$ cat src/rtl/dispatcher_pkg.sv
// Shared types and default sizing for the request dispatcher and its per-core FIFOs.
// No logic; combinational helpers only.
package dispatcher_pkg;

    localparam int NUMBER_OF_QUEUES_DEF = 4;
    localparam int FIFO_DEPTH_DEF       = 8;
    localparam int SEL_WIDTH            = $clog2(NUMBER_OF_QUEUES_DEF);
    localparam int PTR_WIDTH            = $clog2(FIFO_DEPTH_DEF);

    typedef enum logic {
        IDLE = 1'b0,
        BUSY = 1'b1
    } disp_state_t;

endpackage

$ cat src/rtl/dispatch_fifo.sv
// Single-clock request FIFO with occupancy count; head data is read combinationally.
// Latency: a push is visible at the head one cycle later; pop takes effect at the clock edge.
// Backpressure: pushes while full and pops while empty are ignored internally.
module dispatch_fifo #(
    parameter int DATA_WIDTH = 64,
    parameter int DEPTH      = 8,
    parameter int PTR_WIDTH  = $clog2(DEPTH)
) (
    input  logic                  clock,
    input  logic                  reset,
    input  logic                  i_push,
    input  logic [DATA_WIDTH-1:0] i_push_dat,
    input  logic                  i_pop,
    output logic [DATA_WIDTH-1:0] o_head_dat,
    output logic [PTR_WIDTH:0]    o_count
);

    logic [DATA_WIDTH-1:0] r_mem [DEPTH];
    logic [PTR_WIDTH-1:0]  r_wr_ptr;
    logic [PTR_WIDTH-1:0]  r_rd_ptr;
    logic [PTR_WIDTH:0]    r_count;
    logic                  w_full;
    logic                  w_empty;
    logic                  w_push;
    logic                  w_pop;

    assign w_full  = (r_count == (PTR_WIDTH+1)'(DEPTH));
    assign w_empty = (r_count == '0);
    assign w_push  = i_push && !w_full;
    assign w_pop   = i_pop && !w_empty;

    // Pointers are exactly PTR_WIDTH bits, so they wrap modulo DEPTH on their own.
    always_ff @(posedge clock or posedge reset) begin
        if (reset) begin
            r_wr_ptr <= '0;
            r_rd_ptr <= '0;
            r_count  <= '0;
        end else begin
            if (w_push) r_wr_ptr <= r_wr_ptr + PTR_WIDTH'(1);
            if (w_pop)  r_rd_ptr <= r_rd_ptr + PTR_WIDTH'(1);
            case ({w_push, w_pop})
                2'b10:   r_count <= r_count + (PTR_WIDTH+1)'(1);
                2'b01:   r_count <= r_count - (PTR_WIDTH+1)'(1);
                default: r_count <= r_count;
            endcase
        end
    end

    always_ff @(posedge clock) begin
        if (w_push) r_mem[r_wr_ptr] <= i_push_dat;
    end

    assign o_head_dat = r_mem[r_rd_ptr];
    assign o_count    = r_count;

endmodule

$ cat src/rtl/request_dispatcher.sv
// Per-core request queues feeding MemGuard; pops the granted head into one registered output (DISPATCHER_STATS_EN adds served counters).
// Latency: grant to out_valid is 1 cycle; back-to-back grants sustain one request per cycle.
// Backpressure: in_ready drops when a queue is full; grants are refused while the output stalls on out_ready.
module request_dispatcher
    import dispatcher_pkg::*;
#(
    parameter int NUMBER_OF_QUEUES = NUMBER_OF_QUEUES_DEF,
    parameter int DATA_WIDTH       = 64,
    parameter int FIFO_DEPTH       = FIFO_DEPTH_DEF,
    parameter int REGISTER_SIZE    = 32
) (
    input  logic                                         clock,
    input  logic                                         reset,
    input  logic [NUMBER_OF_QUEUES-1:0]                  in_valid,
    output logic [NUMBER_OF_QUEUES-1:0]                  in_ready,
    input  logic [NUMBER_OF_QUEUES-1:0][DATA_WIDTH-1:0]  in_data,
    output logic [NUMBER_OF_QUEUES-1:0]                  empty,
    input  logic                                         sched_valid,
    input  logic [$clog2(NUMBER_OF_QUEUES)-1:0]          sched_selection,
    output logic                                         grant_taken,
    output logic                                         out_valid,
    input  logic                                         out_ready,
    output logic [DATA_WIDTH-1:0]                        out_data,
    output logic [$clog2(NUMBER_OF_QUEUES)-1:0]          out_source
`ifdef DISPATCHER_STATS_EN
    ,
    output logic [NUMBER_OF_QUEUES-1:0][REGISTER_SIZE-1:0] served_count
`endif
);

    localparam int SW = $clog2(NUMBER_OF_QUEUES);
    localparam int PW = $clog2(FIFO_DEPTH);

    if ((NUMBER_OF_QUEUES < 2) || ((NUMBER_OF_QUEUES & (NUMBER_OF_QUEUES - 1)) != 0) ||
        (FIFO_DEPTH < 2) || ((FIFO_DEPTH & (FIFO_DEPTH - 1)) != 0) || (REGISTER_SIZE < 1)) begin : g_bad_cfg
        $error("request_dispatcher: unsupported parameter combination");
    end

    disp_state_t                 r_state;
    disp_state_t                 w_state_nxt;
    logic [DATA_WIDTH-1:0]       r_out_data;
    logic [SW-1:0]               r_out_source;
    logic [DATA_WIDTH-1:0]       w_head [NUMBER_OF_QUEUES];
    logic [PW:0]                 w_count [NUMBER_OF_QUEUES];
    logic [NUMBER_OF_QUEUES-1:0] w_push;
    logic [NUMBER_OF_QUEUES-1:0] w_pop;
    logic                        w_grant_ok;
    logic                        w_take;

    for (genvar g = 0; g < NUMBER_OF_QUEUES; g++) begin : g_queue
        dispatch_fifo #(
            .DATA_WIDTH (DATA_WIDTH),
            .DEPTH      (FIFO_DEPTH),
            .PTR_WIDTH  (PW)
        ) u_fifo (
            .clock      (clock),
            .reset      (reset),
            .i_push     (w_push[g]),
            .i_push_dat (in_data[g]),
            .i_pop      (w_pop[g]),
            .o_head_dat (w_head[g]),
            .o_count    (w_count[g])
        );

        // No full-bypass: a same-cycle pop never reopens in_ready.
        assign in_ready[g] = (w_count[g] != (PW+1)'(FIFO_DEPTH));
        assign empty[g]    = (w_count[g] == '0);
        assign w_push[g]   = in_valid[g] && in_ready[g];
        assign w_pop[g]    = w_take && (sched_selection == SW'(g));
    end

    assign w_grant_ok = sched_valid && !empty[sched_selection];

    always_ff @(posedge clock or posedge reset) begin
        if (reset) r_state <= IDLE;
        else       r_state <= w_state_nxt;
    end

    always_comb begin
        w_state_nxt = r_state;
        w_take      = 1'b0;
        case (r_state)
            IDLE: begin
                if (w_grant_ok) begin
                    w_take      = 1'b1;
                    w_state_nxt = BUSY;
                end
            end
            BUSY: begin
                if (out_ready) begin
                    if (w_grant_ok) w_take      = 1'b1;
                    else            w_state_nxt = IDLE;
                end
            end
            default: w_state_nxt = IDLE;
        endcase
    end

    always_ff @(posedge clock or posedge reset) begin
        if (reset) begin
            r_out_data   <= '0;
            r_out_source <= '0;
        end else if (w_take) begin
            r_out_data   <= w_head[sched_selection];
            r_out_source <= sched_selection;
        end
    end

    assign grant_taken = w_take;
    assign out_valid   = (r_state == BUSY);
    assign out_data    = r_out_data;
    assign out_source  = r_out_source;

`ifdef DISPATCHER_STATS_EN
    logic [NUMBER_OF_QUEUES-1:0][REGISTER_SIZE-1:0] r_served_count;

    always_ff @(posedge clock or posedge reset) begin
        if (reset) begin
            r_served_count <= '0;
        end else if (w_take) begin
            r_served_count[sched_selection] <= r_served_count[sched_selection] + REGISTER_SIZE'(1);
        end
    end

    assign served_count = r_served_count;
`endif

endmodule

$ cat config.mk
export PLATFORM = sky130hd
export DESIGN_NAME = request_dispatcher
export DESIGN_NICKNAME = d
export VERILOG_FILES = /design/src/rtl/dispatcher_pkg.sv /design/src/rtl/dispatch_fifo.sv /design/src/rtl/request_dispatcher.sv
export SDC_FILE = /design/constraint.sdc
export NUM_CORES = 2
export LEC_CHECK = 0
export CAP_MARGIN = 10
export CELL_PAD_IN_SITES_DETAIL_PLACEMENT = 1
export CELL_PAD_IN_SITES_GLOBAL_PLACEMENT = 1
export CORE_AREA = 5 5 472 335
export CTS_CLUSTER_DIAMETER = 200
export CTS_CLUSTER_SIZE = 16
export DETAILED_ROUTE_END_ITERATION = 8
export DIE_AREA = 0 0 477 340
export HOLD_SLACK_MARGIN = 0.06
export MAX_ROUTING_LAYER = met4
export PLACE_DENSITY_LB_ADDON = 0.1
export SETUP_SLACK_MARGIN = 0.1
export SLEW_MARGIN = 0
export SYNTH_ARGS = -nofsm -noshare
export SYNTH_HDL_FRONTEND = slang
export SYNTH_SLANG_ARGS = --single-unit
$ cat constraint.sdc
create_clock -name clock -period 14.9 [get_ports clock]
set_clock_uncertainty 0.05 [all_clocks]
set_input_delay 2.98 -clock clock [delete_from_list [all_inputs] [get_ports clock]]
set_output_delay 2.98 -clock clock [all_outputs]
set_load 0.01 [all_outputs]
# Yosys cells after proc, flatten, opt, wreduce, memory -nomap -nowiden
# Memory sizes are Yosys's and may differ from the RTL's.
# Index checks and enable logic that the tools add are counted.
dict set report word_totals {
  register_bits 107
  mem_bits_rw 2048
  wordCells 115
  memories 4
  output_inout_bits 76
}
# name depth width rd rd_clocked_by_memory_dff write_ports line
set memory_table {}
lappend memory_table {{g_queue[0].u_fifo.r_mem} 8 64 1 0 1 dispatch_fifo.sv:18} ;# logic [DATA_WIDTH-1:0] r_mem [DEPTH];
lappend memory_table {{g_queue[1].u_fifo.r_mem} 8 64 1 0 1 dispatch_fifo.sv:18}
lappend memory_table {{g_queue[2].u_fifo.r_mem} 8 64 1 0 1 dispatch_fifo.sv:18}
lappend memory_table {{g_queue[3].u_fifo.r_mem} 8 64 1 0 1 dispatch_fifo.sv:18}
dict set report classes {
  n_addsub 16
  bitwise_logic 2
  magnitude_cmp 2
  mux 22
  eq_ne 19
  n_reduce_logical 35
}
# op count
set ops {}
lappend ops {{$bmux 64 s2} 1}
lappend ops {{$mux 64} 2}
lappend ops {{$pmux 4 s2} 4}
lappend ops {{$add 3x1->3 const B} 8}
lappend ops {{$logic_and 1x1->1} 17}
lappend ops {{$add 4x1->4 const B} 4}
lappend ops {{$eq 4x4->1 const B} 4}
lappend ops {{$logic_not 4->1} 4}
lappend ops {{$ne 4x4->1 const B} 4}
lappend ops {{$sub 4x1->4 const B} 4}
lappend ops {{$eq 2x2->1 const B} 6}
lappend ops {{$mux 1} 12}
lappend ops {{$eq 2x1->1 const B} 5}
lappend ops {{$logic_not 1->1} 9}
lappend ops {{$reduce_bool 2->1} 4}
lappend ops {{$pmux 1 s2} 2}
lappend ops {{$ge 3x3->1 const B} 1}
lappend ops {{$lt 2x3->1 const B} 1}
lappend ops {{$not 2->3} 1}
lappend ops {{$bmux 1 s2} 1}
lappend ops {{$logic_not 2->1} 1}
lappend ops {{$not 1->1} 1}

# Depth between registers and ports, before layout
dict set report depth {
  word_depth 12
  mapped_depth 13
  mapped_depth_nobuf 10
}

# Modules after synthesis
# From an unflattened synthesis, not the netlist that was laid out.
dict set report hier_totals {
  cells_unflattened 3473
  hier_area_um2 83890.5
}
# mod n_inst cells_each area_each_um2
set by_module_without_submodules {}
lappend by_module_without_submodules {dispatch_fifo 4 805 19839.0}
lappend by_module_without_submodules {request_dispatcher 1 253 4534.3}

# Least setup slack after synthesis
# No wires, ideal clock.
dict set report synth_path {
  kind {input-to-reg}
  start {input in_valid[3]}
  end {memory g_queue[3].u_fifo.r_mem[0][0], enable pin}
  setup_time_ps 644
  arrival_time_ps 9205
  stages 2
  path_slack_ps 5001
  n_path_buf 0
  required_ps 14206
  path_cell_list {nand2_1 nor4_1}
}
dict set report synth_via {
  elab_chain_cells 4
}
# item line
set synth_rtl {}
lappend synth_rtl {{from (decl)} request_dispatcher.sv:14} ;# input logic [NUMBER_OF_QUEUES-1:0] in_valid,
lappend synth_rtl {{$logic_and 1x1->1} request_dispatcher.sv:68} ;# assign w_push[g] = in_valid[g] && in_ready[g];
lappend synth_rtl {{$logic_and 1x1->1} dispatch_fifo.sv:29} ;# assign w_push = i_push && !w_full;
lappend synth_rtl {{$mux 1} dispatch_fifo.sv:50} ;# if (w_push) r_mem[r_wr_ptr] <= i_push_dat;
lappend synth_rtl {{$mux 1 (implied by the code)} dispatch_fifo.sv:50}
lappend synth_rtl {{to (decl)} dispatch_fifo.sv:18}
# Every way passes these cells.

# Worst setup path in the final report
dict set report layout_path {
  start {input sched_selection[0]}
  end {output grant_taken}
}
dict set report layout_via {
  elab_chain_cells 7
}
# item line
set layout_rtl {}
lappend layout_rtl {{from (decl)} request_dispatcher.sv:19} ;# input logic [$clog2(NUMBER_OF_QUEUES)-1:0] sched_selection,
lappend layout_rtl {{$bmux 1 s2 (*)} request_dispatcher.sv:72} ;# assign w_grant_ok = sched_valid && !empty[sched_selection];
lappend layout_rtl {{$mux 1 (implied by the code) (*)} request_dispatcher.sv:72}
lappend layout_rtl {{$logic_not 1->1 (*)} request_dispatcher.sv:72}
lappend layout_rtl {{$logic_and 1x1->1 (*)} request_dispatcher.sv:72}
lappend layout_rtl {{$mux 1 (*)} {request_dispatcher.sv:84, request_dispatcher.sv:91}}
lappend layout_rtl {{$mux 1} request_dispatcher.sv:90} ;# if (out_ready) begin
lappend layout_rtl {{$pmux 1 s2 (*)} request_dispatcher.sv:82} ;# case (r_state)
lappend layout_rtl {{to (decl)} request_dispatcher.sv:20} ;# output logic grant_taken,
# Mark *: on every way between the ends. The rest lies on a longest branch, timed or not. The select of a mux whose other input is x is not followed.

==> results.sh <==
export IMPL_power_density_nw_per_um2=184.8
export IMPL_crit_fanout=43
export IMPL_syn_to_final_growth_pct=12.67
export IMPL_port_buffers=341
export IMPL_slew_headroom_pct=20.28
export IMPL_tns_ns=0
export IMPL_dpl_cell_count=6044
export IMPL_cts_buffers=152
export IMPL_clock_path_buffers=3
export IMPL_ant_nets=0
export IMPL_cap_violations=0
export IMPL_final_nets=4459
export IMPL_place_hpwl_um=138000
export IMPL_endpoint_kind="primary output"
export IMPL_die_area_um2=162200
export IMPL_hold_viol_final=0
export IMPL_antenna_found_initial=59
export IMPL_grt_pass1_wl_um=314700
export IMPL_fin_crit_sh_pct=60.99
export IMPL_synth_main_ff_cell="edfxtp_1"
export IMPL_core_um2=153700
export IMPL_root_buffer="clkbuf_16"
export IMPL_grt_overflow=0
export IMPL_grt_max_degree=115
export IMPL_cts_sinks=2155
export IMPL_arrival_ns=6.06
export IMPL_hp_class="reg -> reg"
export IMPL_cts_max_level=4
export IMPL_start_util_pct=53.36
export IMPL_routabilityCongestion=0.8034
export IMPL_die_w_um=477
export IMPL_drt_iter0_drc=4256
export IMPL_post_drt_wl_per_cell_um=34.83
export IMPL_synth_cells=3801
export IMPL_ir_worst_vdd_mv=0.1461
export IMPL_yosys_warnings=0
export IMPL_wl_um=220600
export IMPL_cp_required_ns=11.87
export IMPL_synth_seq_cells=2155
export IMPL_grt_pass1_vias=41050
export IMPL_drtPass1Iterations=5
export IMPL_cts_resized=0
export IMPL_row_count=121
export IMPL_syn_cell_area_um2=82000
export IMPL_max_clock_freq_mhz=110.0
export IMPL_tritoncts="built"
export IMPL_ios=342
export IMPL_stdcell_count=6333
export IMPL_power_leakage_nw=29.35
export IMPL_grt_usage_pct=28.03
export IMPL_clkTransAtPathRegs_ns=0.07
export IMPL_synth_edf_count=2048
export IMPL_clk_latency_ns=0.81
export IMPL_yosysSeqAreaShare_pct=78.27
export IMPL_crit_type="in -> out"
export IMPL_final_max_slew_viol_count=0
export IMPL_rsz0062_at_grt="false"
export IMPL_post_route_min_period_ns=9.087
export IMPL_avgSynthCellArea_um2=21.57
export IMPL_worst_slew_pin_slew_ns=1.193
export IMPL_setup_viol=0
export IMPL_cts_setup_buffers=0
export IMPL_die_height_um=340
export IMPL_async_flop_share_pct=4.965
export IMPL_status="finished clean"
export IMPL_cp_start_kind="primary input"
export IMPL_ys_types=46
export IMPL_finish_utilization_pct=60.12
export IMPL_hold_ws_ns=0.4639
export IMPL_syn_nets=4091
export IMPL_drive_gt1_share_pct=16.74
export IMPL_via_per_inst=6.312
export IMPL_ctsHoldBuffers=0
export IMPL_vias=39980
export IMPL_drc_errors=0
-- power by group --
part,leakage [nW],switching [mW],internal [mW]
clock,2.10,2.00,1.98
sequential,19.8,0.543,7.67
combinational,7.44,2.87,2.01
total,29.3,5.41,11.7
-- critical path: stages --
cell,delay (ns)
clkdlybuf4s50_1,0.72
nor2_4,0.06
buf_4,0.32
a222oi_1,0.59
and2_4,0.58
clkdlybuf4s50_1,0.70
-- registers in the layout, summed over array words and instances, names as in the netlist --
register	flops
g_queue.u_fifo.r_mem	2048
out_source	2
g_queue.u_fifo.o_count	16
g_queue.u_fifo.r_wr_ptr	12
out_valid	1
out_data	64
g_queue.u_fifo.r_rd_ptr	12
-- per-stage QoR --
step / area, µm² / power, mW / setup WS [ns]
3_3_place_gp: 87900 / 13.14 / 5.930
6_report: 92380 / 17.07 / 5.813
4_1_cts: 92300 / 17.23 / 5.854
3_5_place_dp: 87900 / 13.28 / 5.865
5_1_grt: 92370 / 17.76 / 5.633
2_1_floorplan: 82000 / 11.24 / 5.001
-- layout make-up --
cell class	count	area, µm²
fill	12660	61280
clock buffer	247	4309
sequential	2155	64210
multi-input combinational	1418	16990
tap	2029	2539
antenna	33	82.58
timing repair buffer	427	4096
clock inverter	9	92.59
inverter	15	61.31
-- layer usage --
layer / global-route usage, % / vias to the layer above / share of wire, %
met4: 7.900 / 0 / 2.9
met3: 4.263 / 285 / 6.2
met2: 43.77 / 1500 / 49
met5: - / - / 0
li1: - / 16630 / -
met1: 39.17 / 21560 / 42
-- cells in the final DEF, fill, tap and decap left out, types with 4 or more instances in the layout --
cell             instances
diode_2                 33
clkbuf_1                88
o211ai_1                 8
dfrtp_1                 97
xnor2_1                 17
and3_1                   4
a21o_1                   4
clkbuf_16              159
ha_1                    20
nand3_1                105
nor4_2                   5
nand2b_1                10
buf_4                   83
nor3_2                  10
o22a_1                  42
xor2_1                  12
nor3_1                   4
fa_1                     4
nand2_1                 26
mux2i_1                306
a21oi_1                 26
nor2_4                  25
inv_6                    7
nor2_1                  30
mux4_2                 386
edfxtp_1              2048
and4_1                  22
mux2_2                   9
o21ai_0                 41
dfrtp_4                  8
inv_1                   14
a22oi_1                270
o21ai_1                  5
clkdlybuf4s50_1        341
-- cells by family (layout without fill, tap and decap cells) --
group / after synthesis / count (layout) / share of synthesized area [%]
simple gates: 264 / 264 / 1.695
buf+inv: 228 / 698 / 1.340
flops: 2155 / 2155 / 78.27
other cells: 0 / 33 / 0
xor+xnor: 29 / 29 / 0.3098
mux: 702 / 702 / 14.47
compound gates: 399 / 399 / 3.511
fa+ha+maj: 24 / 24 / 0.4028
-- cell usage after synthesis, types with 2 or more instances --
| library cell | count | area share, % |
|---|---|---|
| nand3_1 | 105 | 0.64 |
| a21oi_1 | 26 | 0.16 |
| buf_6 | 9 | 0.12 |
| nand2_1 | 26 | 0.12 |
| inv_1 | 15 | 0.069 |
| mux2i_1 | 306 | 3.7 |
| o22a_1 | 42 | 0.45 |
| buf_8 | 2 | 0.037 |
| edfxtp_1 | 2048 | 75 |
| o21ai_0 | 41 | 0.25 |
| nor3_1 | 14 | 0.085 |
| and2_1 | 4 | 0.031 |
| buf_2 | 88 | 0.54 |
| a21o_1 | 4 | 0.037 |
| clkbuf_2 | 4 | 0.024 |
| nor4_2 | 4 | 0.061 |
| mux2_2 | 9 | 0.12 |
| nor2_1 | 57 | 0.26 |
| ha_1 | 20 | 0.31 |
| buf_1 | 13 | 0.060 |
| o21ai_1 | 5 | 0.031 |
| mux4_2 | 386 | 11 |
| or2_2 | 3 | 0.023 |
| and2_4 | 2 | 0.021 |
| buf_4 | 10 | 0.092 |
| a22oi_1 | 270 | 2.5 |
| nor2b_1 | 6 | 0.046 |
| nand2b_1 | 10 | 0.076 |
| fa_1 | 4 | 0.098 |
| dfrtp_1 | 107 | 3.3 |
| xnor2_1 | 17 | 0.18 |
| o211ai_1 | 8 | 0.073 |
| and4_1 | 22 | 0.23 |
| xor2_1 | 12 | 0.13 |
| clkbuf_1 | 87 | 0.40 |
| and3_1 | 5 | 0.038 |
-- worst paths after layout --
path,start,to,slack (ns),cells after the start
worst max register to register,g_queue[3].u_fifo.r_rd_ptr[0],out_data[20],10.11,7
worst min register to register,g_queue[3].u_fifo.o_count[3],g_queue[3].u_fifo.o_count[3],0.46,1
worst min-delay path,g_queue[3].u_fifo.o_count[3],g_queue[3].u_fifo.o_count[3],0.46,1
max in group asynchronous,reset,g_queue[2].u_fifo.r_rd_ptr[1],10.64,3
min in group asynchronous,reset,g_queue[0].u_fifo.r_wr_ptr[1],2.60,2
worst max-delay path,sched_selection[0],grant_taken,5.81,6
Power figures use the tool's default switching activity.
